## config.mk

```make
export PLATFORM = sky130hd
export DESIGN_NAME = seq_shifter
export DESIGN_NICKNAME = d
export VERILOG_FILES = /design/src/rtl/seq_shifter_pkg.sv /design/src/rtl/seq_shifter_shift_step.sv /design/src/rtl/seq_shifter.sv
export SDC_FILE = /design/constraint.sdc
export NUM_CORES = 1
export LEC_CHECK = 0
export CAP_MARGIN = 20
export CORE_UTILIZATION = 45
export CTS_CLUSTER_SIZE = 25
export DETAILED_ROUTE_END_ITERATION = 12
export PLACE_DENSITY = 0.81
export REMOVE_ABC_BUFFERS = 1
export SLEW_MARGIN = 0
export SYNTH_ARGS = -nofsm -noshare
export SYNTH_HDL_FRONTEND = slang
export SYNTH_SLANG_ARGS = --single-unit
```

## constraint.sdc

```tcl
create_clock -name clk -period 5 [get_ports clk]
set_input_delay 0.5 -clock clk [delete_from_list [all_inputs] [get_ports clk]]
set_output_delay 0.5 -clock clk [all_outputs]
set_load 0.01 [all_outputs]
```

## src/rtl/seq_shifter_pkg.sv

```systemverilog
// Shared opcodes, FSM states and opcode legality for the iterative shifter.
// Rotate opcodes are legal only when SEQ_SHIFTER_ROTATE_EN is defined.
package seq_shifter_pkg;

   localparam logic [3:0] OP_SLL = 4'b0000;
   localparam logic [3:0] OP_SLA = 4'b0001;
   localparam logic [3:0] OP_SRL = 4'b0010;
   localparam logic [3:0] OP_SRA = 4'b0011;
   localparam logic [3:0] OP_ROL = 4'b0100;
   localparam logic [3:0] OP_ROR = 4'b0101;

   typedef enum logic [1:0] {
      IDLE  = 2'd0,
      SHIFT = 2'd1,
      DONE  = 2'd2
   } state_t;

   function automatic logic op_legal(input logic [3:0] op);
`ifdef SEQ_SHIFTER_ROTATE_EN
      return (op <= OP_ROR);
`else
      return (op <= OP_SRA);
`endif
   endfunction

endpackage

```

## src/rtl/seq_shifter_shift_step.sv

```systemverilog
// One-position shift/rotate of a WIDTH-bit value plus the bit that leaves it.
// Rotate muxing exists only when SEQ_SHIFTER_ROTATE_EN is defined.
module shift_step
   import seq_shifter_pkg::*;
#(
   parameter int WIDTH = 8
) (
   input  logic [WIDTH-1:0] value,
   input  logic [3:0]       opcode,
   output logic [WIDTH-1:0] shifted,
   output logic             bit_out
);

   always_comb begin
      shifted = value;
      bit_out = 1'b0;
      case (opcode)
         OP_SLL, OP_SLA: begin
            shifted = {value[WIDTH-2:0], 1'b0};
            bit_out = value[WIDTH-1];
         end
         OP_SRL: begin
            shifted = {1'b0, value[WIDTH-1:1]};
            bit_out = value[0];
         end
         // MSB is replicated each step, so repeated steps keep the original sign
         OP_SRA: begin
            shifted = {value[WIDTH-1], value[WIDTH-1:1]};
            bit_out = value[0];
         end
`ifdef SEQ_SHIFTER_ROTATE_EN
         OP_ROL: begin
            shifted = {value[WIDTH-2:0], value[WIDTH-1]};
            bit_out = value[WIDTH-1];
         end
         OP_ROR: begin
            shifted = {value[0], value[WIDTH-1:1]};
            bit_out = value[0];
         end
`endif
         default: begin
            shifted = value;
            bit_out = 1'b0;
         end
      endcase
   end

endmodule

```

## src/rtl/seq_shifter.sv

```systemverilog
// Iterative WIDTH-bit shift/rotate unit, one bit position per clock, valid/ready on both sides.
// Optional rotates via SEQ_SHIFTER_ROTATE_EN.
module seq_shifter
   import seq_shifter_pkg::*;
#(
   parameter int WIDTH = 8,
   parameter int SHW   = $clog2(WIDTH)
) (
   input  logic             clk,
   input  logic             rst,
   input  logic             in_valid,
   output logic             in_ready,
   input  logic [WIDTH-1:0] data_in,
   input  logic [SHW-1:0]   amt,
   input  logic [3:0]       opcode,
   output logic             out_valid,
   input  logic             out_ready,
   output logic [WIDTH-1:0] result,
   output logic             carry,
   output logic             err
);

   state_t           state, state_nxt;
   logic [WIDTH-1:0] work;
   logic [SHW-1:0]   count;
   logic [3:0]       op;
   logic             carry_q, err_q;
   logic [WIDTH-1:0] step_val;
   logic             step_bit;
   logic             accept;

   shift_step #(.WIDTH(WIDTH)) u_step (
      .value   (work),
      .opcode  (op),
      .shifted (step_val),
      .bit_out (step_bit)
   );

   always_ff @(posedge clk) begin
      if (rst) state <= IDLE;
      else     state <= state_nxt;
   end

   always_comb begin
      state_nxt = state;
      in_ready  = 1'b0;
      out_valid = 1'b0;
      case (state)
         IDLE: begin
            in_ready = 1'b1;
            if (in_valid) state_nxt = SHIFT;
         end
         SHIFT: begin
            if (count == '0) state_nxt = DONE;
         end
         DONE: begin
            out_valid = 1'b1;
            if (out_ready) state_nxt = IDLE;
         end
         default: state_nxt = IDLE;
      endcase
   end

   assign accept = in_valid && in_ready;

   // Illegal opcodes load zero work/count so they leave SHIFT on the first cycle
   always_ff @(posedge clk) begin
      if (rst) begin
         work    <= '0;
         count   <= '0;
         op      <= OP_SLL;
         carry_q <= 1'b0;
         err_q   <= 1'b0;
      end else if (accept) begin
         op      <= opcode;
         carry_q <= 1'b0;
         if (op_legal(opcode)) begin
            work  <= data_in;
            count <= amt;
            err_q <= 1'b0;
         end else begin
            work  <= '0;
            count <= '0;
            err_q <= 1'b1;
         end
      end else if (state == SHIFT && count != '0) begin
         work    <= step_val;
         carry_q <= step_bit;
         count   <= count - SHW'(1);
      end
   end

   assign result = work;
   assign carry  = carry_q;
   assign err    = err_q;

endmodule
```

==> out/results.ini, run 1 <==
[status]
run_status = complete, no violations

[critical_path]
critical_path_buf_inv_count = 1
worstSetupEndpoint = out_valid
cp_num_cells = 2
cp-end-kind = output pin
worstRegToRegCells = 7
crit_start = state[1]$_SDFFE_PP0P_
r2r_slack_ps = 2930
arrival_ps = 1620
worstSetupPathType = reg -> out
crit-reg2reg-launch = count[0]$_SDFFE_PP0P_
crit_family = flip-flops
crit_required_ps = 4500
start_kind = flop
slowest_delay_ps = 570
cp_cell_sequence = and2b_1 -> clkdlybuf4s50_1
crit_fanout = 10
r2r_end = result[6]$_SDFFE_PP0P_
critical_path.slowest_cell = dfxtp_1

[clocking]
cts.sinks = 19
cts.path.max_buffers = 2
root_buffer = clkbuf_4
clock_latency_ps = 300
cts_hold_buf = 0
post-cts-setup-buffers = 0
numCtsBuffers = 3
post_cts_resized = 0
path_clk_slew_ps = 120
cts_tree = yes
htree_levels = 1

[synth]
yosysTopAreaCell = dfxtp_1
synth_ff_type = dfxtp_1
synth_edf_count = 0
syn-cell-area_um2 = 1020
synth_cells = 106
synthTopCellsByCount = 19 x dfxtp_1, 12 x nor2_1, 9 x nand2_1, 7 x a221oi_2, 7 x nor3_1
ys_seq_area_share_pct = 37.4
yosys_warnings = 0
synth-async-reset-ratio_pct = 0
synth-seq-cells = 19
yosysMostFrequentCell = dfxtp_1
synth.distinct_cells = 34
syn_area_per_cell_um2 = 9.60
synth_top_area_share_pct = 37.4
synthTopCellsByArea = dfxtp_1 37%, a221oi_2 10%, mux2_2 6.6%

[grt]
overflow = 0
grt_max_degree = 20
grtUsageTotal_pct = 21.9
grt_pass1_wl_um = 4110
antenna_found_initial = 0
grt_pass1_vias = 928

[sta]
setup_tns_ps = 0
relSlewSlack_pct = 49.6
clock.fmax_mhz = 471
finalCritPeriodShare_pct = 42.4
setup_viol = 0
drv_slew = 0
clock_skew_ps = 3.77
fin_crit_ps = 2120
grt_setup_unrepaired = false
finalHoldViolCount = 0
tightestPinTransition_ps = 753

[place]
dp_hpwl_um = 1730
dpl_cell_area_um2 = 1310
io_buffers = 30
place_congestion = 0.740

[route]
dr_total_vias = 881
avgViaCountPerCell = 5.47
wl_um = 2380
ant_nets = 0
avgRoutedWirePerCell_um = 14.8
drtIter0Drc = 12
firstDrtPassIters = 2
drcViolationCount = 0

[floorplanning]
die_area_um2 = 2450
initial_utilization_pct = 49.8
ios = 31
die_h_um = 49.5
core_um2 = 2040
fp.dieW_um = 49.5
rows = 16

[cells_and_area]
drive_above_1_share_pct = 17.9
final_cell_area_um2 = 1340
fin_util_pct = 65.6
nets = 156
antennaDiodeCount = 0
area_growth_pct = 31.7

[power_and_ir_drop]
power_mw = 0.439
p_sw_share_pct = 34.1
p_clk_share_pct = 18.5
p_switching_mw = 0.149
power_density_nw_per_um2 = 327
internal-power_mw = 0.289
ir_drop_v = 0.000176
leakage_nw = 0.499
seqPwrFrac_pct = 43.6
p_comb_share_pct = 37.9

[min_path]
hold_path_class = reg -> reg

[flow_run]
drv.max_cap_violation_count = 0

through the flow:
stage | hold slack [ps] | cells | setup WS [ps]
finish | 475 | 161 | 2880
global placement | 445 | 157 | 2790
detailed placement | 466 | 157 | 2670
global route | 521 | 161 | 2790
floorplan | 431 | 100 | 3120
CTS | 483 | 161 | 2870
worst reg2reg max path, delay by kind of cell, from the launching register on:
family,cells,cell delay [ps]
AND/OR/NAND/NOR,1,530
AO/OA/AOI/OAI,3,610
flip-flops,1,330
adder cells (fa/ha/maj),2,410
buffers and inverters,1,60
final cells by class:
| type | instances | area (µm²) |
|---|---|---|
| clock inverters | 1 | 5.00 |
| fillers | 192 | 702 |
| clock buffers | 3 | 22.5 |
| flip-flops and latches | 19 | 380 |
| multi-input cells | 75 | 576 |
| inverters | 6 | 22.5 |
| well taps | 27 | 33.8 |
| repair buffers | 30 | 300 |
logic make-up (layout without fill, tap and decap cells):
| group | Yosys count | count (layout) | share of synthesized area (%) |
|---|---|---|---|
| multiplexers | 7 | 7 | 7.63 |
| AND/OR/NAND/NOR | 40 | 40 | 21.3 |
| AO/OA/AOI/OAI | 26 | 26 | 25.2 |
| adder cells (fa/ha/maj) | 2 | 2 | 2.46 |
| buffers and inverters | 12 | 40 | 6.03 |
| flip-flops | 19 | 19 | 37.4 |
per-layer routing:
metal / vias to the layer above / track usage [%] / routed length [µm]
met4: 0 / 10.0 / 20
li1: 443 / - / -
met2: 15 / 38.5 / 1210
met1: 419 / 25.1 / 1080
met3: 4 / 4.32 / 66
met5: - / 0 / 0
cell usage in the layout, fill, tap and decap left out, types with 2 or more instances in the layout:
cell type,n
a21oi_1,6
clkbuf_4,3
a221oi_1,3
clkdlybuf4s50_1,30
nor2_1,12
mux2_2,6
nand2_1,9
dfxtp_1,19
inv_1,6
ha_1,2
a221oi_2,7
nor3_1,7
a211oi_1,4
sequential cells by signal, indices dropped and copies added, names as in the netlist:
register and flops:
err 1, count 3, op 4, carry 1, result 8, state 2
power groups by stage:
| stage | Sequential (mW) | Clock, mW | Combinational [mW] |
|---|---|---|---|
| detailed placement | 0.195 | 0 | 0.166 |
| floorplan | 0.196 | 0 | 0.0981 |
| global route | 0.195 | 0.0917 | 0.182 |
| finish | 0.191 | 0.0809 | 0.166 |
| CTS | 0.191 | 0.0834 | 0.167 |
| global placement | 0.194 | 0 | 0.160 |
worst min-delay path by stage:
stage / from / end / cells past startpoint
2_1_floorplan: op[0]$_SDFFE_PP0N_ / op[0]$_SDFFE_PP0N_ / 2
3_3_place_gp: op[0]$_SDFFE_PP0N_ / op[0]$_SDFFE_PP0N_ / 2
3_5_place_dp: op[0]$_SDFFE_PP0N_ / op[0]$_SDFFE_PP0N_ / 2
4_1_cts: op[0]$_SDFFE_PP0N_ / op[0]$_SDFFE_PP0N_ / 2
5_1_grt: count[2]$_SDFFE_PP0P_ / count[2]$_SDFFE_PP0P_ / 2
6_report: op[0]$_SDFFE_PP0N_ / op[0]$_SDFFE_PP0N_ / 2
No activity file was read; power rests on OpenSTA's default activity.
==> run 2, diff against run 1 <==
- clock period: 5 -> 2.22 ns (I/O delays scaled with it)
==> out/results.ini, run 2 (synthesis gave the netlist of run 1 again) <==
[cells_and_area]
fillers = 192
fin_cells = 162
regArea_um2 = 380
final_common_cell = clkdlybuf4s50_1
nets = 157
drive_above_1_share_pct = 17.8
multi_input_area_um2 = 576
final_cell_area_um2 = 1350
fin_util_pct = 65.9
area_growth_pct = 32.3
antennaDiodeCount = 0
final_cell_mix = 30 x clkdlybuf4s50_1, 19 x dfxtp_1, 12 x nor2_1, 9 x nand2_1
largest_reg_flops = 8

[sta]
holdWs_ps = 478
tightestPinTransition_ps = 732
clock_skew_ps = 12.2
finalHoldViolCount = 0
setup_tns_ps = 0
relSlewSlack_pct = 51.0
finalCritPeriodShare_pct = 90.2
setup_viol = 0
clock.fmax_mhz = 499
grt_setup_unrepaired = false
fin_crit_ps = 2000
drv_slew = 0

[critical_path]
crit_fanout = 8
start_kind = flop
critical_path_buf_inv_count = 1
arrival_ps = 2170
worstRegToRegCells = 7
cp-end-kind = flop
cp_cell_sequence = inv_1 -> ha_1 -> ha_1 -> or4b_4 -> a21o_4 -> a221oi_2 -> nor4_2
slowest_delay_ps = 530
r2r_end = result[7]$_SDFFE_PP0P_
worstSetupPathType = reg -> reg
crit_family = simple AND/OR/NAND/NOR gates
crit_top_cell = ha_1
crit_required_ps = 2380
critical_path.slowest_cell = or4b_4
r2r_slack_ps = 220
crit-reg2reg-launch = count[0]$_SDFFE_PP0P_

[place]
place_congestion = 0.704
dpl_cell_area_um2 = 1320
place_inst = 158
io_buffers = 30
dp_hpwl_um = 1580

[clocking]
root_buffer = clkbuf_4
clock_latency_ps = 290
htree_levels = 1
numCtsBuffers = 3
post_cts_resized = 0
post-cts-setup-buffers = 0
cts.sinks = 19
cts.path.max_buffers = 2
path_clk_slew_ps = 120
cts_hold_buf = 0
cts_tree = yes

[route]
avgViaCountPerCell = 5.66
dr_total_vias = 917
firstDrtPassIters = 5
avgRoutedWirePerCell_um = 13.4
drcViolationCount = 0
ant_nets = 0
wl_um = 2170
drtIter0Drc = 13

[grt]
grt_pass1_vias = 834
overflow = 0
grtUsageTotal_pct = 19.2
antenna_found_initial = 0
grt_pass1_wl_um = 3630
grt_max_degree = 20

[power_and_ir_drop]
leakage_nw = 0.502
ir_drop_v = 0.000489
power_density_nw_per_um2 = 727

[floorplanning]
rows = 16
fp.dieW_um = 49.5
ios = 31
die_h_um = 49.5
die_area_um2 = 2450
core_um2 = 2040
initial_utilization_pct = 49.8

[min_path]
hold_path_class = in -> reg
min_from = opcode[1]
hold_depth = 3
min_to = op[1]$_SDFFE_PP0N_

[status]
run_status = complete, no violations

[flow_run]
drv.max_cap_violation_count = 0

run 2: cell count changes in the layout (fill, tap and decap cells not counted), sizes merged:
cell,previous run,this run
clkinv,1,0
clkbuf,3,4
buf,0,1
run 2: how the worst max path moves through the flow:
stage	start	end	slack, ps	cells after the start
global route	count[0]$_SDFFE_PP0P_	result[4]$_SDFFE_PP0P_	130	7
floorplan	count[0]$_SDFFE_PP0P_	result[7]$_SDFFE_PP0P_	340	7
detailed placement	count[0]$_SDFFE_PP0P_	result[7]$_SDFFE_PP0P_	210	7
finish	count[0]$_SDFFE_PP0P_	result[7]$_SDFFE_PP0P_	220	7
CTS	count[0]$_SDFFE_PP0P_	result[7]$_SDFFE_PP0P_	200	7
global placement	count[0]$_SDFFE_PP0P_	result[7]$_SDFFE_PP0P_	270	7
run 2: layout make-up:
| type | count | area share, % |
|---|---|---|
| Tap cell | 27 | 2.51 |
| Multi-Input combinational cell | 75 | 42.8 |
| Clock buffer | 4 | 1.95 |
| Timing Repair Buffer | 31 | 22.9 |
| Inverter | 6 | 1.67 |
| Sequential cell | 19 | 28.3 |
run 2: worst register-to-register path: cells and delay by family (launching register included):
family | cells | cell delay, ps
AOI/OAI and AO/OA | 2 | 500
DFF | 1 | 320
adders and majority gates | 2 | 400
buffers and inverters | 1 | 60
and+or+nand+nor | 2 | 610
run 2: per-layer routing:
layer | track usage [%] | wire, µm | up-vias
li1 | - | - | 446
met1 | 23.6 | 1000 | 445
met2 | 32.9 | 1070 | 24
met3 | 4.01 | 80 | 2
met4 | 6.67 | 19 | 0
met5 | 0 | 0 | -
run 2: through the flow:
stage,power (mW),setup WS (ps)
5_1_grt,1.04,126
3_3_place_gp,0.798,270
4_1_cts,0.985,202
6_report,0.979,217
3_5_place_dp,0.812,210
2_1_floorplan,0.663,335
run 2: where the power goes:
group | switching (mW) | leakage (nW) | internal [mW]
logic | 0.175 | 0.330 | 0.196
clock network | 0.105 | 0.0150 | 0.0697
registers | 0.0445 | 0.157 | 0.389
total | 0.324 | 0.502 | 0.655
==> run 3, diff against run 2 <==
- RECOVER_POWER: default -> 100
==> out/results.ini, run 3 (synthesis gave the netlist of run 1 again) <==
[status]
run_status = complete, no violations

[sta]
setup_tns_ps = 0
finalHoldViolCount = 0
finalCritPeriodShare_pct = 92.9
tightestPinTransition_ps = 746
clock.fmax_mhz = 485
holdWs_ps = 477
fin_crit_ps = 2060
grt_setup_unrepaired = false
setup_viol = 0
drv_slew = 0
relSlewSlack_pct = 50.1
clock_skew_ps = 10.6

[clocking]
cts.sinks = 19
root_buffer = clkbuf_4
path_clk_slew_ps = 110
post-cts-setup-buffers = 0
clock_latency_ps = 290
cts_hold_buf = 0
numCtsBuffers = 3
htree_levels = 1
cts.path.max_buffers = 2
cts_tree = yes
post_cts_resized = 0

[power_and_ir_drop]
p_switching_mw = 0.316
power_density_nw_per_um2 = 719
internal-power_mw = 0.636
seqPwrFrac_pct = 45.2
ir_drop_v = 0.000481
leakage_nw = 0.524
p_clk_share_pct = 18.2
power_mw = 0.952
p_sw_share_pct = 33.2
p_comb_share_pct = 36.5

[flow_run]
drv.max_cap_violation_count = 0

[route]
firstDrtPassIters = 4
dr_total_vias = 915
wl_um = 2170
avgViaCountPerCell = 5.65
drtIter0Drc = 15
avgRoutedWirePerCell_um = 13.4
drcViolationCount = 0
ant_nets = 0

[grt]
grt_max_degree = 20
antenna_found_initial = 0
grt_pass1_wl_um = 3630
grtUsageTotal_pct = 19.2
grt_pass1_vias = 834
overflow = 0

[critical_path]
cp-end-kind = flop
worstSetupPathType = reg -> reg
cp_cell_sequence = inv_1 -> ha_1 -> ha_1 -> or4b_4 -> a21o_2 -> a221oi_1 -> nor3_1
slowest_delay_ps = 510
cp_num_cells = 7
worstSetupEndpoint = result[5]$_SDFFE_PP0P_
worstRegToRegCells = 7
critical_path_buf_inv_count = 1
start_kind = flop
arrival_ps = 2220
crit_family = simple AND/OR/NAND/NOR gates
crit-reg2reg-launch = count[0]$_SDFFE_PP0P_
crit_top_cell = ha_1
r2r_end = result[5]$_SDFFE_PP0P_
crit_required_ps = 2380
crit_start = count[0]$_SDFFE_PP0P_
critical_path.slowest_cell = or4b_4
r2r_slack_ps = 160
crit_fanout = 8

[cells_and_area]
final_common_cell = dfxtp_1
area_growth_pct = 30.1
drive_above_1_share_pct = 16.3
largest_reg_flops = 8
antennaDiodeCount = 0
nets = 157
final_cell_mix = 19 x dfxtp_1, 17 x clkdlybuf4s50_1, 13 x dlygate4sd3_1, 12 x nor2_1, 9 x nand2_1
fin_util_pct = 64.8
fin_cells = 162

[floorplanning]
rows = 16
die_area_um2 = 2450
die_h_um = 49.5
ios = 31
core_um2 = 2040
fp.dieW_um = 49.5
initial_utilization_pct = 49.8

[place]
dp_hpwl_um = 1580
io_buffers = 30
place_congestion = 0.704
place_inst = 158

[min_path]
hold_path_class = reg -> reg

## run 3: worst min path at each step
stage                        endpoint  cells after the start  slack, ps               start
5_1_grt            op[1]$_SDFFE_PP0N_                      3        480           opcode[1]
4_1_cts            op[1]$_SDFFE_PP0N_                      3        470           opcode[1]
6_report           op[0]$_SDFFE_PP0N_                      2        480  op[0]$_SDFFE_PP0N_
2_1_floorplan  result[6]$_SDFFE_PP0P_                      1        290                 rst
3_3_place_gp       op[0]$_SDFFE_PP0N_                      2        450  op[0]$_SDFFE_PP0N_
3_5_place_dp       op[0]$_SDFFE_PP0N_                      2        470  op[0]$_SDFFE_PP0N_
## run 3: final cells by class
class	count	area [µm²]
timing repair buffer	31	308
inverter	6	22.5
fill	199	718
tap	27	33.8
multi-input combinational	75	553
clock buffer	4	26.3
sequential	19	380
## run 3: tightest hold or removal path, cell delays in order (launching register included)
cell and delay, ps:
dfxtp_1 330, nand2_1 60, a21oi_1 50
## run 3: metal layers
metal	global-route usage, %	vias to the layer above	wire, µm
li1	-	446	-
met1	23.6	447	991
met2	32.9	20	1080
met3	4.01	2	77
met4	6.67	0	19
met5	0	-	0
## run 3: per-stage QoR
step	instance area (µm²)	setup WS, ps
floorplan	978	335
global placement	1320	270
detailed placement	1320	210
CTS	1350	202
global route	1320	63.7
finish	1320	158
## run 3: power groups by stage
| stage | Combinational, mW | Clock (mW) | Sequential (mW) |
|---|---|---|---|
| final | 0.348 | 0.173 | 0.430 |
| after global routing | 0.384 | 0.193 | 0.438 |
| after CTS | 0.374 | 0.178 | 0.433 |
| after detailed placement | 0.372 | 0 | 0.440 |
| after global placement | 0.361 | 0 | 0.437 |
| after floorplan | 0.221 | 0 | 0.442 |
==> variant (flow settings as in run 2) <==
Build with the macro `SEQ_SHIFTER_ROTATE_EN` defined.
--- a/src/rtl/seq_shifter_pkg.sv
+++ b/src/rtl/seq_shifter_pkg.sv
@@ -1,5 +1,7 @@
 // Shared opcodes, FSM states and opcode legality for the iterative shifter.
 // Rotate opcodes are legal only when SEQ_SHIFTER_ROTATE_EN is defined.
+`define SEQ_SHIFTER_ROTATE_EN
+
 package seq_shifter_pkg;
 
    localparam logic [3:0] OP_SLL = 4'b0000;
Behaviour: not the same (a bounded check fails within 4 cycles, from zero or initial values and one cycle with rst high).
==> variant against run 2 <==
Worst hold slack lost 15 ps; sequential cell count unchanged; setup slack improved by 31 ps; sequential share of layout area decreased by 2.8 points; final cell count increased by 20%; cell area up 11%; non-clock buffer count increased by 5; power down 3.0%; synthesized area rose by 13%; routed wire length is 17% higher; largest cell class unchanged.
==> variant: results (changes against run 2) <==
Run status
The run finished with clean final reports.

Placed design
The HPWL after detailed placement came to 1880 um (+19%). The number of instances in the placed design was 189 (+20%). The placement-stage worst setup slack came to 85.0 ps (-125 ps).

The post-placement cell area is 1440 um2 (+9.1%).

Yosys
The cell count after synthesis is 138 (+30%). The count of cell types in the netlist was 41 (+21%). By count the netlist is led by sky130_fd_sc_hd__nand2_1, sky130_fd_sc_hd__dfxtp_1, sky130_fd_sc_hd__nor2_1. Ranked by total cell area, the synthesized netlist is headed by sky130_fd_sc_hd__dfxtp_1, sky130_fd_sc_hd__nand2_1, sky130_fd_sc_hd__a311oi_2.

Pwr
The maximum VDD drop is 0.477 mV (-2.4%). The power in sequential cells came to 0.000429 W (-0.9%). The proportion of power drawn by the clock network was 18.5% (+0.7 points).

The switching power is 0.000316 W (-2.5%). The static leakage is 0.526 nW (+4.8%). The internal power summed over all cells is 0.000634 W (-3.2%).

Cells and area
The relative area of clock buffers and inverters in the final design is 1.84% (-0.11 points). The final cell count without fillers is 195 (+20%). The number of clock buffer instances in the layout is 3 (-1). The share of post-route cells with drive strength above 1 is 15.0% (-2.8 points).

The sequential share of cell area was 25.4% (-2.8 points). The multi-input logic cell count is 102 (+36%). The count of plain and timing-repair buffers in the layout is 36 (+16%). The combined area of the multi-input logic cells is 672 um2 (+17%).

STA
The fraction of the cycle the final worst path needs is 88.8% (-1.4 points). The worst-case hold slack is 463 ps (-15.3 ps).

Routing
The overall routed net length is 2540 um (+17%). The total vias in the final route is 1079 (+18%).

Global routing
The global-route met1 utilization was 27.6% (+4.0 points). The largest net degree at the start of global routing is 18 (-10%). The aggregate global-route resource usage was 19.8% (+0.54 points). The global-route track usage on met3 was 2.61% (-1.4 points). The via count of the first global-routing pass came to 856 (+2.6%). The global-route wire length before repair is 3960 um (+9.1%).

Worst setup path
The endpoint of the worst-slack reg-to-reg timing path is result[6]. The maximum fanout count along the critical path is 12 (+4). The register-to-register path setup slack was 250 ps (+30 ps). The largest stage delay on the critical path came to 490 ps (-40 ps). Among all stages on the critical path, the largest delay is contributed by sky130_fd_sc_hd__or3b_1.

The number of cells traversed by the worst register-to-register path is 8 (+1).

Min path
The beginning of the worst hold path is opcode[0]. The terminating pin of the worst hold path is op[0]. The number of instances on the worst hold path is 3 (unchanged).

Clock tree
The clock input transition at the sequential cells of the worst setup and hold paths is 110 ps.

Floorplan
The full die area is 2750 um2 (+12%).
-- variant: cell count changes after synthesis, sizes merged, moves of 3 or more --
cell	change
a211oi	-3
buf	+3
nor3	-6
nor2	+7
a311oi	+7
a221oi	-8
nand2	+19
-- variant: per-layer routing --
metal / part of all wire (%) / vias to the layer above
li1: - / 543
met1: 48 / 513
met2: 49 / 21
met3: 3.3 / 2
met4: 0.63 / 0
met5: 0 / -
-- variant: cell families after synthesis --
logic type	synth area share (%)
compound gates	23.7
xor+xnor	0.764
fa+ha+maj	2.18
buf+inv	8.19
flops	33.2
mux	6.77
simple gates	25.2
-- variant: worst max-delay path, delay by kind of cell (launching register included) --
| family | cells | cell delay, ps |
|---|---|---|
| AO/OA/AOI/OAI | 2 | 420 |
| AND/OR/NAND/NOR | 2 | 540 |
| buffers and inverters | 2 | 200 |
| flip-flops | 1 | 320 |
| adder cells (fa/ha/maj) | 2 | 420 |
